### src/rtl/uart_pkg.sv
// Shared types for the configurable UART receiver.
// Provides the parity mode and receiver state enums plus small helpers.
package uart_pkg;

    typedef enum logic [1:0] {
        PAR_NONE = 2'd0,
        PAR_EVEN = 2'd1,
        PAR_ODD  = 2'd2
    } parity_t;

    typedef enum logic [2:0] {
        ST_IDLE,
        ST_START,
        ST_DATA,
        ST_PARITY,
        ST_STOP
    } rx_state_t;

    // Encoding 3 is reserved and behaves as no parity.
    function automatic parity_t decode_parity(input logic [1:0] p);
        parity_t r;
        unique case (p)
            2'd1:    r = PAR_EVEN;
            2'd2:    r = PAR_ODD;
            default: r = PAR_NONE;
        endcase
        return r;
    endfunction

    function automatic logic maj3(input logic a, input logic b, input logic c);
        return (a & b) | (a & c) | (b & c);
    endfunction

endpackage

### src/rtl/uart_rx_cfg_if.sv
// Receive-side consumer handshake of uart_rx_cfg.
// master: receiver drives o_data/o_perr/o_valid; slave: consumer drives i_ready.
interface uart_rx_cfg_if #(
    parameter int DATA_WIDTH = 8
);
    logic [DATA_WIDTH-1:0] o_data;
    logic                  o_perr;
    logic                  o_valid;
    logic                  i_ready;

    modport master (
        output o_data,
        output o_perr,
        output o_valid,
        input  i_ready
    );

    modport slave (
        input  o_data,
        input  o_perr,
        input  o_valid,
        output i_ready
    );
endinterface

### src/rtl/uart_fifo.sv
// Small synchronous FIFO with zero-latency head output (rdata = head when not empty).
// Ports: push/wdata, pop/rdata, full, empty, count (occupancy 0..DEPTH).
module uart_fifo #(
    parameter int WIDTH = 9,
    parameter int DEPTH = 8
) (
    input  logic                       clk,
    input  logic                       rst,
    input  logic                       push,
    input  logic [WIDTH-1:0]           wdata,
    input  logic                       pop,
    output logic [WIDTH-1:0]           rdata,
    output logic                       full,
    output logic                       empty,
    output logic [$clog2(DEPTH):0]     count
);
    localparam int AW = $clog2(DEPTH);

    logic [WIDTH-1:0] mem [DEPTH];
    logic [AW-1:0]    wptr;
    logic [AW-1:0]    rptr;
    logic             do_push;
    logic             do_pop;

    assign empty   = (count == '0);
    assign full    = (count == (AW+1)'(DEPTH));
    assign do_pop  = pop & ~empty;
    // A push while full is only accepted if the head leaves the same cycle.
    assign do_push = push & (~full | do_pop);
    assign rdata   = empty ? '0 : mem[rptr];

    always_ff @(posedge clk) begin
        if (do_push) mem[wptr] <= wdata;
    end

    always_ff @(posedge clk) begin
        if (rst) begin
            wptr  <= '0;
            rptr  <= '0;
            count <= '0;
        end else begin
            if (do_push) wptr <= wptr + 1'b1;
            if (do_pop)  rptr <= rptr + 1'b1;
            unique case ({do_push, do_pop})
                2'b10:   count <= count + 1'b1;
                2'b01:   count <= count - 1'b1;
                default: count <= count;
            endcase
        end
    end
endmodule

### src/rtl/uart_rx_cfg.sv
// Runtime-configurable UART receiver with 3-sample majority voting and RX FIFO.
// Ports: clk/rst, i_rxd, config (i_div/i_data_bits/i_parity/i_two_stop), rx handshake, status/error pulses.
module uart_rx_cfg
    import uart_pkg::*;
#(
    parameter int DATA_WIDTH = 8,
    parameter int FIFO_DEPTH = 8,
    parameter int DIV_WIDTH  = 16
) (
    input  logic                          clk,
    input  logic                          rst,
    input  logic                          i_rxd,
    input  logic [DIV_WIDTH-1:0]          i_div,
    input  logic [3:0]                    i_data_bits,
    input  logic [1:0]                    i_parity,
    input  logic                          i_two_stop,
    uart_rx_cfg_if.master                 rx,
    output logic [$clog2(FIFO_DEPTH):0]   o_count,
    output logic                          o_busy,
    output logic                          o_frame_error,
    output logic                          o_overrun_error,
    output logic                          o_break
);
    logic sync1, sync2, sync_d;
    logic start_det;

    rx_state_t             state, state_nxt;
    logic [DIV_WIDTH-1:0]  timer;
    logic [DIV_WIDTH-1:0]  div_q;
    logic [3:0]            nbits_q;
    parity_t               par_q;
    logic                  two_q;
    logic [3:0]            bit_cnt;
    logic                  stop2;
    logic                  samp2, samp1;
    logic [DATA_WIDTH-1:0] shreg;
    logic                  perr_q;
    logic                  pvote_q;
    logic                  push_q;
    logic                  ferr_q, brk_q;

    logic tick, vote, par_exp;
    logic ferr_set, brk_set, push_set;

    logic                  fifo_full, fifo_empty;
    logic [DATA_WIDTH:0]   fifo_rdata;

    always_ff @(posedge clk) begin
        if (rst) begin
            sync1  <= 1'b1;
            sync2  <= 1'b1;
            sync_d <= 1'b1;
        end else begin
            sync1  <= i_rxd;
            sync2  <= sync1;
            sync_d <= sync2;
        end
    end

    assign start_det = sync_d & ~sync2;
    assign tick      = (timer == '0);
    assign vote      = maj3(samp2, samp1, sync2);
    assign par_exp   = (par_q == PAR_ODD) ? ~^shreg : ^shreg;

    always_ff @(posedge clk) begin
        if (rst) state <= ST_IDLE;
        else     state <= state_nxt;
    end

    always_comb begin
        state_nxt = state;
        ferr_set  = 1'b0;
        brk_set   = 1'b0;
        push_set  = 1'b0;
        unique case (state)
            ST_IDLE: begin
                if (start_det) state_nxt = ST_START;
            end
            ST_START: begin
                if (tick) begin
                    if (vote) begin
                        state_nxt = ST_IDLE;
                        ferr_set  = 1'b1;
                    end else begin
                        state_nxt = ST_DATA;
                    end
                end
            end
            ST_DATA: begin
                if (tick && bit_cnt == nbits_q - 4'd1) begin
                    state_nxt = (par_q != PAR_NONE) ? ST_PARITY : ST_STOP;
                end
            end
            ST_PARITY: begin
                if (tick) state_nxt = ST_STOP;
            end
            ST_STOP: begin
                if (tick) begin
                    if (!vote) begin
                        state_nxt = ST_IDLE;
                        ferr_set  = 1'b1;
                        // Line held low through the whole frame: a break.
                        brk_set   = (shreg == '0) &&
                                    !(par_q != PAR_NONE && pvote_q);
                    end else if (two_q && !stop2) begin
                        state_nxt = ST_STOP;
                    end else begin
                        state_nxt = ST_IDLE;
                        push_set  = 1'b1;
                    end
                end
            end
            default: state_nxt = ST_IDLE;
        endcase
    end

    always_ff @(posedge clk) begin
        if (rst) begin
            timer   <= '0;
            div_q   <= '0;
            nbits_q <= '0;
            par_q   <= PAR_NONE;
            two_q   <= 1'b0;
            bit_cnt <= '0;
            stop2   <= 1'b0;
            samp2   <= 1'b1;
            samp1   <= 1'b1;
            shreg   <= '0;
            perr_q  <= 1'b0;
            pvote_q <= 1'b0;
            push_q  <= 1'b0;
            ferr_q  <= 1'b0;
            brk_q   <= 1'b0;
        end else begin
            ferr_q <= ferr_set;
            brk_q  <= brk_set;
            push_q <= push_set;
            if (timer == DIV_WIDTH'(2)) samp2 <= sync2;
            if (timer == DIV_WIDTH'(1)) samp1 <= sync2;
            if (!tick) timer <= timer - DIV_WIDTH'(1);
            unique case (state)
                ST_IDLE: begin
                    if (start_det) begin
                        div_q   <= i_div;
                        nbits_q <= i_data_bits;
                        par_q   <= decode_parity(i_parity);
                        two_q   <= i_two_stop;
                        timer   <= (i_div >> 1) - DIV_WIDTH'(1);
                        shreg   <= '0;
                        bit_cnt <= '0;
                        stop2   <= 1'b0;
                        perr_q  <= 1'b0;
                        pvote_q <= 1'b0;
                    end
                end
                ST_START: begin
                    if (tick) timer <= div_q - DIV_WIDTH'(1);
                end
                ST_DATA: begin
                    if (tick) begin
                        for (int i = 0; i < DATA_WIDTH; i++) begin
                            if (bit_cnt == 4'(i)) shreg[i] <= vote;
                        end
                        bit_cnt <= bit_cnt + 4'd1;
                        timer   <= div_q - DIV_WIDTH'(1);
                    end
                end
                ST_PARITY: begin
                    if (tick) begin
                        pvote_q <= vote;
                        perr_q  <= vote ^ par_exp;
                        timer   <= div_q - DIV_WIDTH'(1);
                    end
                end
                ST_STOP: begin
                    if (tick) begin
                        stop2 <= 1'b1;
                        timer <= div_q - DIV_WIDTH'(1);
                    end
                end
                default: ;
            endcase
        end
    end

    uart_fifo #(
        .WIDTH (DATA_WIDTH + 1),
        .DEPTH (FIFO_DEPTH)
    ) u_fifo (
        .clk   (clk),
        .rst   (rst),
        .push  (push_q),
        .wdata ({perr_q, shreg}),
        .pop   (rx.i_ready),
        .rdata (fifo_rdata),
        .full  (fifo_full),
        .empty (fifo_empty),
        .count (o_count)
    );

    assign rx.o_valid     = ~fifo_empty;
    assign rx.o_data      = fifo_rdata[DATA_WIDTH-1:0];
    assign rx.o_perr      = fifo_rdata[DATA_WIDTH];
    assign o_busy         = (state != ST_IDLE);
    assign o_frame_error  = ferr_q;
    assign o_break        = brk_q;
    // Full implies not empty, so i_ready alone tells whether a pop frees a slot.
    assign o_overrun_error = push_q & fifo_full & ~rx.i_ready;
endmodule

### src/flat_wrapper.sv
// flat-port wrapper written by rule: the top's interface ports become plain ports
module uart_rx_cfg_flat import uart_pkg::*;
#(
    parameter int DATA_WIDTH = 8,
    parameter int FIFO_DEPTH = 8,
    parameter int DIV_WIDTH  = 16
)
  (clk, rst, i_rxd, i_div, i_data_bits, i_parity, i_two_stop, o_count, o_busy, o_frame_error, o_overrun_error, o_break, rx_o_data, rx_o_perr, rx_o_valid, rx_i_ready);
  uart_rx_cfg_if #(.DATA_WIDTH(DATA_WIDTH)) rx_i ();
  input  logic clk;
  input  logic rst;
  input  logic i_rxd;
  input  logic [DIV_WIDTH-1:0] i_div;
  input  logic [3:0] i_data_bits;
  input  logic [1:0] i_parity;
  input  logic i_two_stop;
  output logic [$clog2(FIFO_DEPTH):0] o_count;
  output logic o_busy;
  output logic o_frame_error;
  output logic o_overrun_error;
  output logic o_break;
  output wire logic [$bits(rx_i.o_data)-1:0] rx_o_data;
  output wire logic [$bits(rx_i.o_perr)-1:0] rx_o_perr;
  output wire logic [$bits(rx_i.o_valid)-1:0] rx_o_valid;
  input wire logic [$bits(rx_i.i_ready)-1:0] rx_i_ready;
  assign rx_o_data = rx_i.o_data;
  assign rx_o_perr = rx_i.o_perr;
  assign rx_o_valid = rx_i.o_valid;
  assign rx_i.i_ready = rx_i_ready;
  uart_rx_cfg #(.DATA_WIDTH(DATA_WIDTH), .FIFO_DEPTH(FIFO_DEPTH), .DIV_WIDTH(DIV_WIDTH)) u_core (.clk(clk), .rst(rst), .i_rxd(i_rxd), .i_div(i_div), .i_data_bits(i_data_bits), .i_parity(i_parity), .i_two_stop(i_two_stop), .rx(rx_i), .o_count(o_count), .o_busy(o_busy), .o_frame_error(o_frame_error), .o_overrun_error(o_overrun_error), .o_break(o_break));
endmodule
### config.mk
export PLATFORM = sky130hd
export DESIGN_NAME = uart_rx_cfg_flat
export DESIGN_NICKNAME = d
export VERILOG_FILES = /design/src/rtl/uart_pkg.sv /design/src/rtl/uart_rx_cfg_if.sv /design/src/rtl/uart_fifo.sv /design/src/rtl/uart_rx_cfg.sv /design/src/flat_wrapper.sv
export SDC_FILE = /design/constraint.sdc
export NUM_CORES = 1
export LEC_CHECK = 0
export ABC_CLOCK_PERIOD_IN_PS = 3700
export CAP_MARGIN = 20
export CORE_ASPECT_RATIO = 2
export CORE_MARGIN = 5
export CORE_UTILIZATION = 45
export DETAILED_ROUTE_END_ITERATION = 7
export SYNTH_ARGS = -nofsm -noshare
export SYNTH_HDL_FRONTEND = slang
export SYNTH_SLANG_ARGS = --single-unit
### constraint.sdc
create_clock -name clk -period 3.7 [get_ports clk]
set_clock_uncertainty 0.2 [all_clocks]
set_input_delay 0.37 -clock clk [delete_from_list [all_inputs] [get_ports clk]]
set_output_delay 0.37 -clock clk [all_outputs]
set_load 0.005 [all_outputs]
== Word-level counts from Yosys, hierarchy flattened ==
Memories as Yosys holds them, arrays and structs flattened. A register that Yosys moved wholly into a read port is not among the register bits.
Cells that the tools add are included.

* Register bits: 75
* Output and inout port bits: 18
* RAM bits: 72
* Memories kept: 1
* Input bits: 27
* Logic and storage cells: 176

* Reduce and logical (&&, ||, !) cells: 35
* Bitwise logic cells: 19
* Equality and inequality tests: 34
* Multiplexer cells: 49
* Add/subtract/negate cells: 9

{| class="wikitable"
|+ Memories
! name !! depth !! width !! read ports !! clocked after memory_dff !! write ports !! line !! text
|-
| u_core.u_fifo.mem || 8 || 9 || 1 || 1 || 1 || uart_fifo.sv:19 || <nowiki>logic [WIDTH-1:0] mem [DEPTH];</nowiki>
|}

{| class="wikitable"
|+ Operator list
! operator !! number
|-
| $mux 16 || 3
|-
| $pmux 16 s2 || 1
|-
| $reduce_and 4->1 || 8
|-
| $sub 16x1->16 const B || 2
|-
| $mux 3 || 10
|-
| $ne 2x1->1 const B || 14
|-
| $mux 1 || 20
|-
| $eq 16x1->1 const B || 1
|-
| $eq 16x2->1 const B || 1
|-
| $eq 4x3->1 const B || 4
|-
| $logic_not 16->1 || 1
|-
| $mux 8 || 2
|-
| $pmux 4 s2 || 2
|-
| $pmux 8 s2 || 1
|-
| $sub 15x1->16 const B || 1
|-
| $pmux 3 s5 || 1
|-
| $reduce_or 4->1 || 3
|-
| $reduce_bool 2->1 || 5
|-
| $mux 9 || 1
|-
| $reduce_and 3->1 || 3
|-
| $add 4x1->4 const B || 2
|-
| $and 1x1->1 || 8
|-
| $eq 4x2->1 const B || 2
|-
| $logic_not 4->1 || 2
|-
| 26 further kinds || 48
|}

== Depth between registers and ports, before layout ==
Gate-level depths: netlist (run 1).

* Depth in word-level cells: 7
* Mapped depth: 10
* Mapped depth without buffers: 10

== Hierarchy ==
From an unflattened synthesis (run 1), not the netlist that was laid out.

* Cells, all modules: 674
* Area total of the unflattened synthesis: 7294.5 um2

{| class="wikitable"
|+ By module, submodules not included
! module !! instances !! sequential area each (um2) !! area an instance (um2) !! cells each
|-
| uart_rx_cfg || 1 || 1301.2 || 3910.0 || 488
|-
| uart_fifo || 1 || 2422.3 || 3384.5 || 186
|}

== Worst setup path before layout (run 1) ==
OpenSTA, ideal clock, no wires.

* Path kind: register to register
* Start point: register u_core.timer[0]
* End point: register u_core.timer[13]
* Data required time: 3378 ps
* Arrival time: 2253 ps
* Library setup time: 122 ps
* Stages on the path, launching flop included: 10
* Clock period less this slack: 2575 ps
* Slack: 1125 ps
* Path buffers: 2
* Cells stage by stage: dfxtp_1 -> inv_1 -> ha_1 -> or4b_1 -> clkbuf_1 -> or4_1 -> buf_4 -> o211ai_2 -> a21oi_1 -> a311o_1

* Longest elaborated chain between the ends: 4
* Elaborated cells between the ends (all ways): 6
* Classes of those cells: 1 x add/sub; 4 x mux; 1 x reduce/logical

{| class="wikitable"
|+ RTL lines
! element !! line !! text
|-
| start, declared || uart_rx_cfg.sv:28 || <nowiki>logic [DIV_WIDTH-1:0] timer;</nowiki>
|-
| start signal, assigned || uart_rx_cfg.sv:140 || <nowiki>if (!tick) timer <= timer - DIV_WIDTH'(1);</nowiki>
|-
| start signal, assigned || uart_rx_cfg.sv:148 || <nowiki>timer <= (i_div >> 1) - DIV_WIDTH'(1);</nowiki>
|-
| start signal, assigned || uart_rx_cfg.sv:157 || <nowiki>if (tick) timer <= div_q - DIV_WIDTH'(1);</nowiki>
|-
| $sub 16x1->16 or $logic_not 16->1 (tied branches) || uart_rx_cfg.sv:140, uart_rx_cfg.sv:61 ||
|-
| $mux 16 || uart_rx_cfg.sv:140 ||
|-
| $mux 16 (on tied branches) || -- ||
|-
| $pmux 16 s2 * || uart_rx_cfg.sv:141 || <nowiki>unique case (state)</nowiki>
|}

Mark *: on every way between the ends. The rest lies on a longest branch, timed or not.
A chain may end at the register's enable or synchronous reset.

== Worst setup path in the final report (run 1) ==
Same ends and word-level chain as after synthesis.

==> flow_metrics.py, run 1 <==
metrics = {
    "yosys": {
        "ys_seq_area_frac": 0.518,
        "synth.area.top_cells": "edfxtp_1 30%, dfxtp_1 22%, mux4_2 5.6%, nand2_1 3.7%, ha_1 3.5%",
        "yosys.area.top_type": "edfxtp_1",
        "async_flop_share": 0,
        "ys_ff_latch": 150,
        "synth_edf_count": 72,
        "synth_top_area_share": 0.301,
        "syn_area_um2": 7180,
        "syn_nets": 726,
        "ys_types": 58,
        "yosys_warnings": 0,
        "synth-main-ff-cell": "dfxtp_1",
        "netlist_instances": 678,
        "syn_area_per_cell_um2": 10.6,
    },
    "placed_design": {
        "dp_hpwl_um": 13300,
        "portBuffers": 44,
        "finalWeightedCongestion": 0.925,
    },
    "detailed_routing": {
        "wl_um": 17500,
        "postRouteAntennaNets": 0,
        "via_per_inst": 5.66,
        "wl_per_cell_um": 18.7,
        "drtIter0Drc": 220,
        "vias": 5300,
        "drc": 0,
        "drt_first_pass_iters": 4,
    },
    "clock_tree": {
        "clock_path_buffers": 2,
        "cts-root-buf": "clkbuf_16",
        "h-tree-depth": 4,
        "cts-resized-gates": 0,
        "cts_tree": "yes",
        "cts_made_buffers": 17,
        "postCtsSetupRepairBufs": 0,
        "path_clk_slew_ns": 0.07,
        "cts.sinks": 150,
        "clkLatencyLatePin_ns": 0.42,
        "cts_hold_buf": 0,
    },
    "floorplanning": {
        "start_util": 0.455,
        "ios": 45,
        "core_um2": 15800,
        "die_w_um": 99.3,
        "dieHeight_um": 189,
        "std_cell_rows": 65,
        "dieArea_um2": 18700,
    },
    "setup_path": {
        "end_kind": "register",
        "path_class": "register to register",
        "critPathSlowestCell": "or4_1",
        "crit_chain": "inv_1, ha_1, or4b_1, or4_1, o211ai_2, a21oi_1, a311o_1",
        "slowest_delay_ns": 0.67,
        "critical_path.startpoint_type": "register",
        "worstPathArrival_ns": 3.14,
        "crit_fanout": 8,
        "cp.required_ns": 3.81,
        "reg2reg_depth": 7,
    },
    "cells_and_area": {
        "antenna_cells": 0,
        "fin_nets": 771,
        "area_growth_pct": 17.5,
        "fillCellCount": 1443,
        "drive_gt1_frac": 0.109,
        "post-route-util": 0.535,
    },
    "global_routing": {
        "grt_pass1_wl_um": 27900,
        "grt_usage": 0.195,
        "grt_max_degree": 57,
        "grt_overflow_total": 0,
        "grt_pass1_vias": 5536,
        "antenna_found_initial": 0,
    },
    "timing": {
        "drv_slew": 0,
        "setup_viol": 0,
        "tightest_slew_ns": 0.876,
        "fin_crit_sh": 0.817,
        "period_minus_slack_ns": 3.02,
        "max_freq_ghz": 0.331,
        "rsz0062_at_grt": "no",
        "tns_ns": 0,
        "relSlewSlack": 0.415,
        "hold_viol": 0,
    },
    "power": {
        "p_sw_frac": 0.297,
        "cellPowerDensity_nw_per_um2": 533,
        "internal_power_mw": 3.16,
        "p_leak_nw": 2.85,
        "comb_power_share": 0.212,
        "power_frac_clock": 0.369,
        "worst_ir_drop_vdd_mv": 0.328,
        "pwr-share-seq": 0.419,
        "switchingPower_mw": 1.33,
    },
    "worst_hold_path": {
        "hp-class": "input pin to register",
        "hold_depth": 3,
    },
    "run": {
        "maxCapViolCount": 0,
    },
    "status": {
        "outcome": "finished clean",
    },
}
## flip-flops by register name, summed over array words and instances (netlist names), 2 cells and up, named ones only
register / flops
u_core.par_q: 2
u_core.u_fifo.count: 4
u_core.nbits_q: 4
u_core.state: 3
u_core.u_fifo.wptr: 3
u_core.shreg: 8
u_core.u_fifo.mem: 72
u_core.u_fifo.rptr: 3
u_core.timer: 16
u_core.bit_cnt: 4
u_core.div_q: 16
## stage by stage
stage               power [mW]  std cells  cell area (µm²)  hold WS [ns]  setup slack (ns)
global route              4.70        937             8440         0.135             0.559
CTS                       4.53        937             8440         0.115             0.678
global placement          2.84        905             7870         0.226             0.702
detailed placement        2.86        905             7870         0.226             0.551
finish                    4.50        937             8440         0.131             0.677
floorplan                 2.58        678             7180         0.189              1.13
## critical path: cells and delay by family, from the launching register on
kind	cells	cell delay, ns
compound gates	3	0.80
flops	1	0.35
buf+inv	1	0.11
simple gates	2	1.28
fa+ha+maj	1	0.18
## metal layers
layer / vias to the layer above / GRT usage / part of all wire
met2: 105 / 0.405 / 0.61
met4: 0 / 0.112 / 0.046
met3: 46 / 0.0337 / 0.024
met5: - / 0 / 0
li1: 2575 / - / -
met1: 2574 / 0.160 / 0.32
## kinds of logic after synthesis
group,after synthesis,share of synthesized area
AO/OA/AOI/OAI,116,0.0996
XOR/XNOR,50,0.0610
adder cells (fa/ha/maj),21,0.0376
buffers and inverters,63,0.0341
flip-flops,150,0.518
multiplexers,30,0.0732
AND/OR/NAND/NOR,248,0.176
## Yosys cell counts, drive strengths merged (3+ instances only)
| library cell | n |
|---|---|
| dfxtp | 78 |
| edfxtp | 72 |
| nand2 | 70 |
| nor2 | 48 |
| a21oi | 46 |
| inv | 28 |
| clkbuf | 27 |
| nand3 | 26 |
| xnor2 | 26 |
| o21ai | 24 |
| xor2 | 24 |
| ha | 20 |
| nor3 | 19 |
| mux4 | 18 |
| nor4 | 17 |
| or4 | 13 |
| mux2i | 12 |
| or3 | 11 |
| nand4 | 9 |
| or2 | 9 |
| buf | 8 |
| nand2b | 7 |
| o22ai | 6 |
| o31ai | 6 |
| a22oi | 5 |
| nor2b | 4 |
| or4b | 4 |
| a2111oi | 3 |
| a21o | 3 |
| a31oi | 3 |
| nand3b | 3 |
| o221ai | 3 |
## worst paths after layout
check / from / slack (ns) / to
max: u_core.timer[0]$_SDFF_PP0_ / 0.68 / u_core.timer[13]$_SDFF_PP0_
min: rst / 0.13 / u_core.samp2$_SDFFE_PP1N_
max reg2reg: u_core.timer[0]$_SDFF_PP0_ / 0.68 / u_core.timer[13]$_SDFF_PP0_
min reg2reg: u_core.sync1$_SDFF_PP1_ / 0.24 / u_core.sync2$_SDFF_PP1_
## placed cells by master (no fill, tap or decap), drive strengths merged, types with 23 or more instances in the layout
cell type and count:
xnor2 26, nand2 70, dfxtp 78, clkdlybuf4s50 43, nand3 26, xor2 24
o21ai 24, nor2 48, edfxtp 72, clkbuf 23, inv 31, a21oi 46
## power by group through the flow
stage	combinational, mW	clock (mW)	sequential, mW
global placement	0.931	0	1.91
CTS	0.951	1.70	1.88
finish	0.953	1.66	1.89
detailed placement	0.943	0	1.92
global route	1.04	1.77	1.89
floorplan	0.688	0	1.89
## cell type report
| class | instances | area, µm² | area share |
|---|---|---|---|
| multi-input combinational | 465 | 3220 | 0.382 |
| inverter | 28 | 105 | 0.0125 |
| clock inverter | 9 | 92.6 | 0.0110 |
| timing repair buffer | 61 | 563 | 0.0667 |
| tap | 201 | 251 | 0.0298 |
| sequential | 150 | 3720 | 0.441 |
| clock buffer | 23 | 479 | 0.0568 |
Note: power is estimated with default switching activity, not from simulation.
==> inputs of run 2 (changes only) <==
--- a/config.mk
+++ b/config.mk
@@ -5,12 +5,13 @@
 export SDC_FILE = /design/constraint.sdc
 export NUM_CORES = 1
 export LEC_CHECK = 0
-export ABC_CLOCK_PERIOD_IN_PS = 3700
+export ABC_CLOCK_PERIOD_IN_PS = 2650
 export CAP_MARGIN = 20
 export CORE_ASPECT_RATIO = 2
 export CORE_MARGIN = 5
 export CORE_UTILIZATION = 45
 export DETAILED_ROUTE_END_ITERATION = 7
+export PLACE_DENSITY = 0.66
 export SYNTH_ARGS = -nofsm -noshare
 export SYNTH_HDL_FRONTEND = slang
 export SYNTH_SLANG_ARGS = --single-unit
==> constraint.sdc (replaced) <==
create_clock -name clk -period 2.65 [get_ports clk]
set_clock_uncertainty 0.2 [all_clocks]
set_input_delay 0.265 -clock clk [delete_from_list [all_inputs] [get_ports clk]]
set_output_delay 0.265 -clock clk [all_outputs]
set_load 0.005 [all_outputs]
==> flow_metrics.py, run 2 (synthesized netlist as in run 1, its figures left out) <==
metrics = {
    "status": {
        "outcome": "finished clean",
    },
    "detailed_routing": {
        "via_per_inst": 5.60,
        "drc": 0,
        "postRouteAntennaNets": 0,
        "wl_per_cell_um": 18.0,
        "vias": 5557,
        "drt_first_pass_iters": 5,
        "drtIter0Drc": 273,
        "wl_um": 17900,
    },
    "setup_path": {
        "cp.required_ns": 2.79,
        "crit_fanout": 6,
        "end_kind": "register",
        "worstPathArrival_ns": 2.69,
        "critical_path.startpoint_type": "register",
        "path_class": "register to register",
    },
    "clock_tree": {
        "cts_tree": "yes",
        "cts_made_buffers": 17,
        "h-tree-depth": 4,
        "cts.sinks": 150,
        "clkLatencyLatePin_ns": 0.42,
        "clock_path_buffers": 2,
        "cts-root-buf": "clkbuf_16",
        "path_clk_slew_ns": 0.06,
        "cts_hold_buf": 0,
    },
    "floorplanning": {
        "dieHeight_um": 189,
        "core_um2": 15800,
        "start_util": 0.455,
        "ios": 45,
        "die_w_um": 99.3,
        "std_cell_rows": 65,
        "dieArea_um2": 18700,
    },
    "cells_and_area": {
        "fin_cells": 992,
        "largest_register": "u_core.u_fifo.mem",
        "area_growth_pct": 24.2,
        "final_common_cell": "dfxtp_1",
        "fillCellCount": 1366,
        "reg.largest.list": "u_core.u_fifo.mem: 72 flops, u_core.div_q: 16 flops, u_core.timer: 16 flops",
        "largest_register_ffs": 72,
        "fin_nets": 826,
        "finalInstanceArea_um2": 8920,
        "drive_gt1_frac": 0.181,
        "layout_common_cells": "77 x dfxtp_1, 72 x edfxtp_1, 70 x nand2_1",
        "antenna_cells": 0,
    },
    "global_routing": {
        "grt_use_met3": 0.0404,
        "grt_overflow_total": 0,
        "grt_pass1_wl_um": 28300,
        "antenna_found_initial": 0,
        "busiest_layer": "met2",
        "grt_max_degree": 30,
        "grtUsageMet1": 0.167,
        "grt_pass1_vias": 5740,
        "met2_usage": 0.399,
        "grt_usage": 0.195,
    },
    "placed_design": {
        "finalWeightedCongestion": 0.927,
        "portBuffers": 44,
        "dp_hpwl_um": 13500,
        "placed_cells": 952,
        "place_area_um2": 8230,
    },
    "timing": {
        "max_freq_ghz": 0.392,
        "tns_ns": 0,
        "relSlewSlack": 0.559,
        "period_minus_slack_ns": 2.55,
        "fin_crit_sh": 0.963,
        "drv_slew": 0,
        "rsz0062_at_grt": "yes",
        "tightest_slew_ns": 0.655,
        "setup_viol": 0,
        "hold_viol": 0,
    },
    "worst_hold_path": {
        "hp-class": "input pin to register",
    },
    "power": {
        "p_leak_nw": 3.27,
        "power_mw": 6.52,
        "cellPowerDensity_nw_per_um2": 731,
        "worst_ir_drop_vdd_mv": 0.456,
    },
    "run": {
        "maxCapViolCount": 0,
    },
}
## run 2: cell types whose count changed in the layout (fill, tap and decap cells not counted), moves of 2 or more
cell / before / now
buf_4: 17 / 69
clkdlybuf4s50_1: 43 / 34
dlymetal6s2s_1: 0 / 7
clkbuf_1: 4 / 0
inv_8: 0 / 3
dlygate4sd2_1: 0 / 2
or4_1: 13 / 11
or4_4: 0 / 2
## run 2: path summary, 6_finish.rpt
path                                    from                         end  slack (ns)  depth (start not counted)
setup / recovery  u_core.timer[1]$_SDFF_PP0_  u_core.timer[6]$_SDFF_PP0_         0.1                          9
hold / removal                           rst   u_core.samp1$_SDFFE_PP1P_        0.04                          3
setup reg to reg  u_core.timer[1]$_SDFF_PP0_  u_core.timer[6]$_SDFF_PP0_         0.1                          9
hold reg to reg      u_core.sync1$_SDFF_PP1_     u_core.sync2$_SDFF_PP1_        0.22                          1
## run 2: what timing repair did
action                     4_1_cts  5_1_grt
resized for setup                5       12
cloned                           1        0
buffers inserted                 0        7
setup endpoints to repair        7       21
## run 2: layer usage
metal | share of wire | routed length [µm]
met5 | 0 | 0
met1 | 0.32 | 5730
met2 | 0.61 | 10900
met3 | 0.029 | 510
met4 | 0.041 | 736
## run 2: worst max-delay path, stage by stage (launching register included)
cell,delay (ns)
dfxtp_1,0.33
inv_1,0.10
ha_1,0.17
or4b_4,0.49
or4_4,0.45
buf_4,0.19
nor2_4,0.17
buf_4,0.15
a22oi_1,0.06
o22ai_1,0.16
## run 2: final cells by class
class	count	area, µm²	area share
Sequential cell	150	3730	0.418
Multi-Input combinational cell	465	3240	0.363
Timing Repair Buffer	116	1030	0.115
Clock buffer	17	425	0.0477
Tap cell	201	251	0.0282
Clock inverter	15	143	0.0160
Inverter	28	105	0.0118
## run 2: power by group
part	leakage, nW	total [mW]	internal [mW]	switching (mW)
Sequential	1.28	2.62	2.51	0.103
Clock	0.270	2.31	1.31	1.00
Combinational	1.72	1.59	0.717	0.873
## run 2: metrics by stage
| step | worst slack [ns] | hold WS [ns] | util |
|---|---|---|---|
| final | 0.0970 | 0.0423 | 0.565 |
| after CTS | 0.00659 | 0.0136 | 0.560 |
| after global routing | -0.0512 | 0.0554 | 0.565 |
| after floorplan | 0.0751 | 0.162 | - |
| after global placement | 0.0118 | 0.203 | 0.522 |
| after detailed placement | -0.0903 | 0.204 | 0.522 |
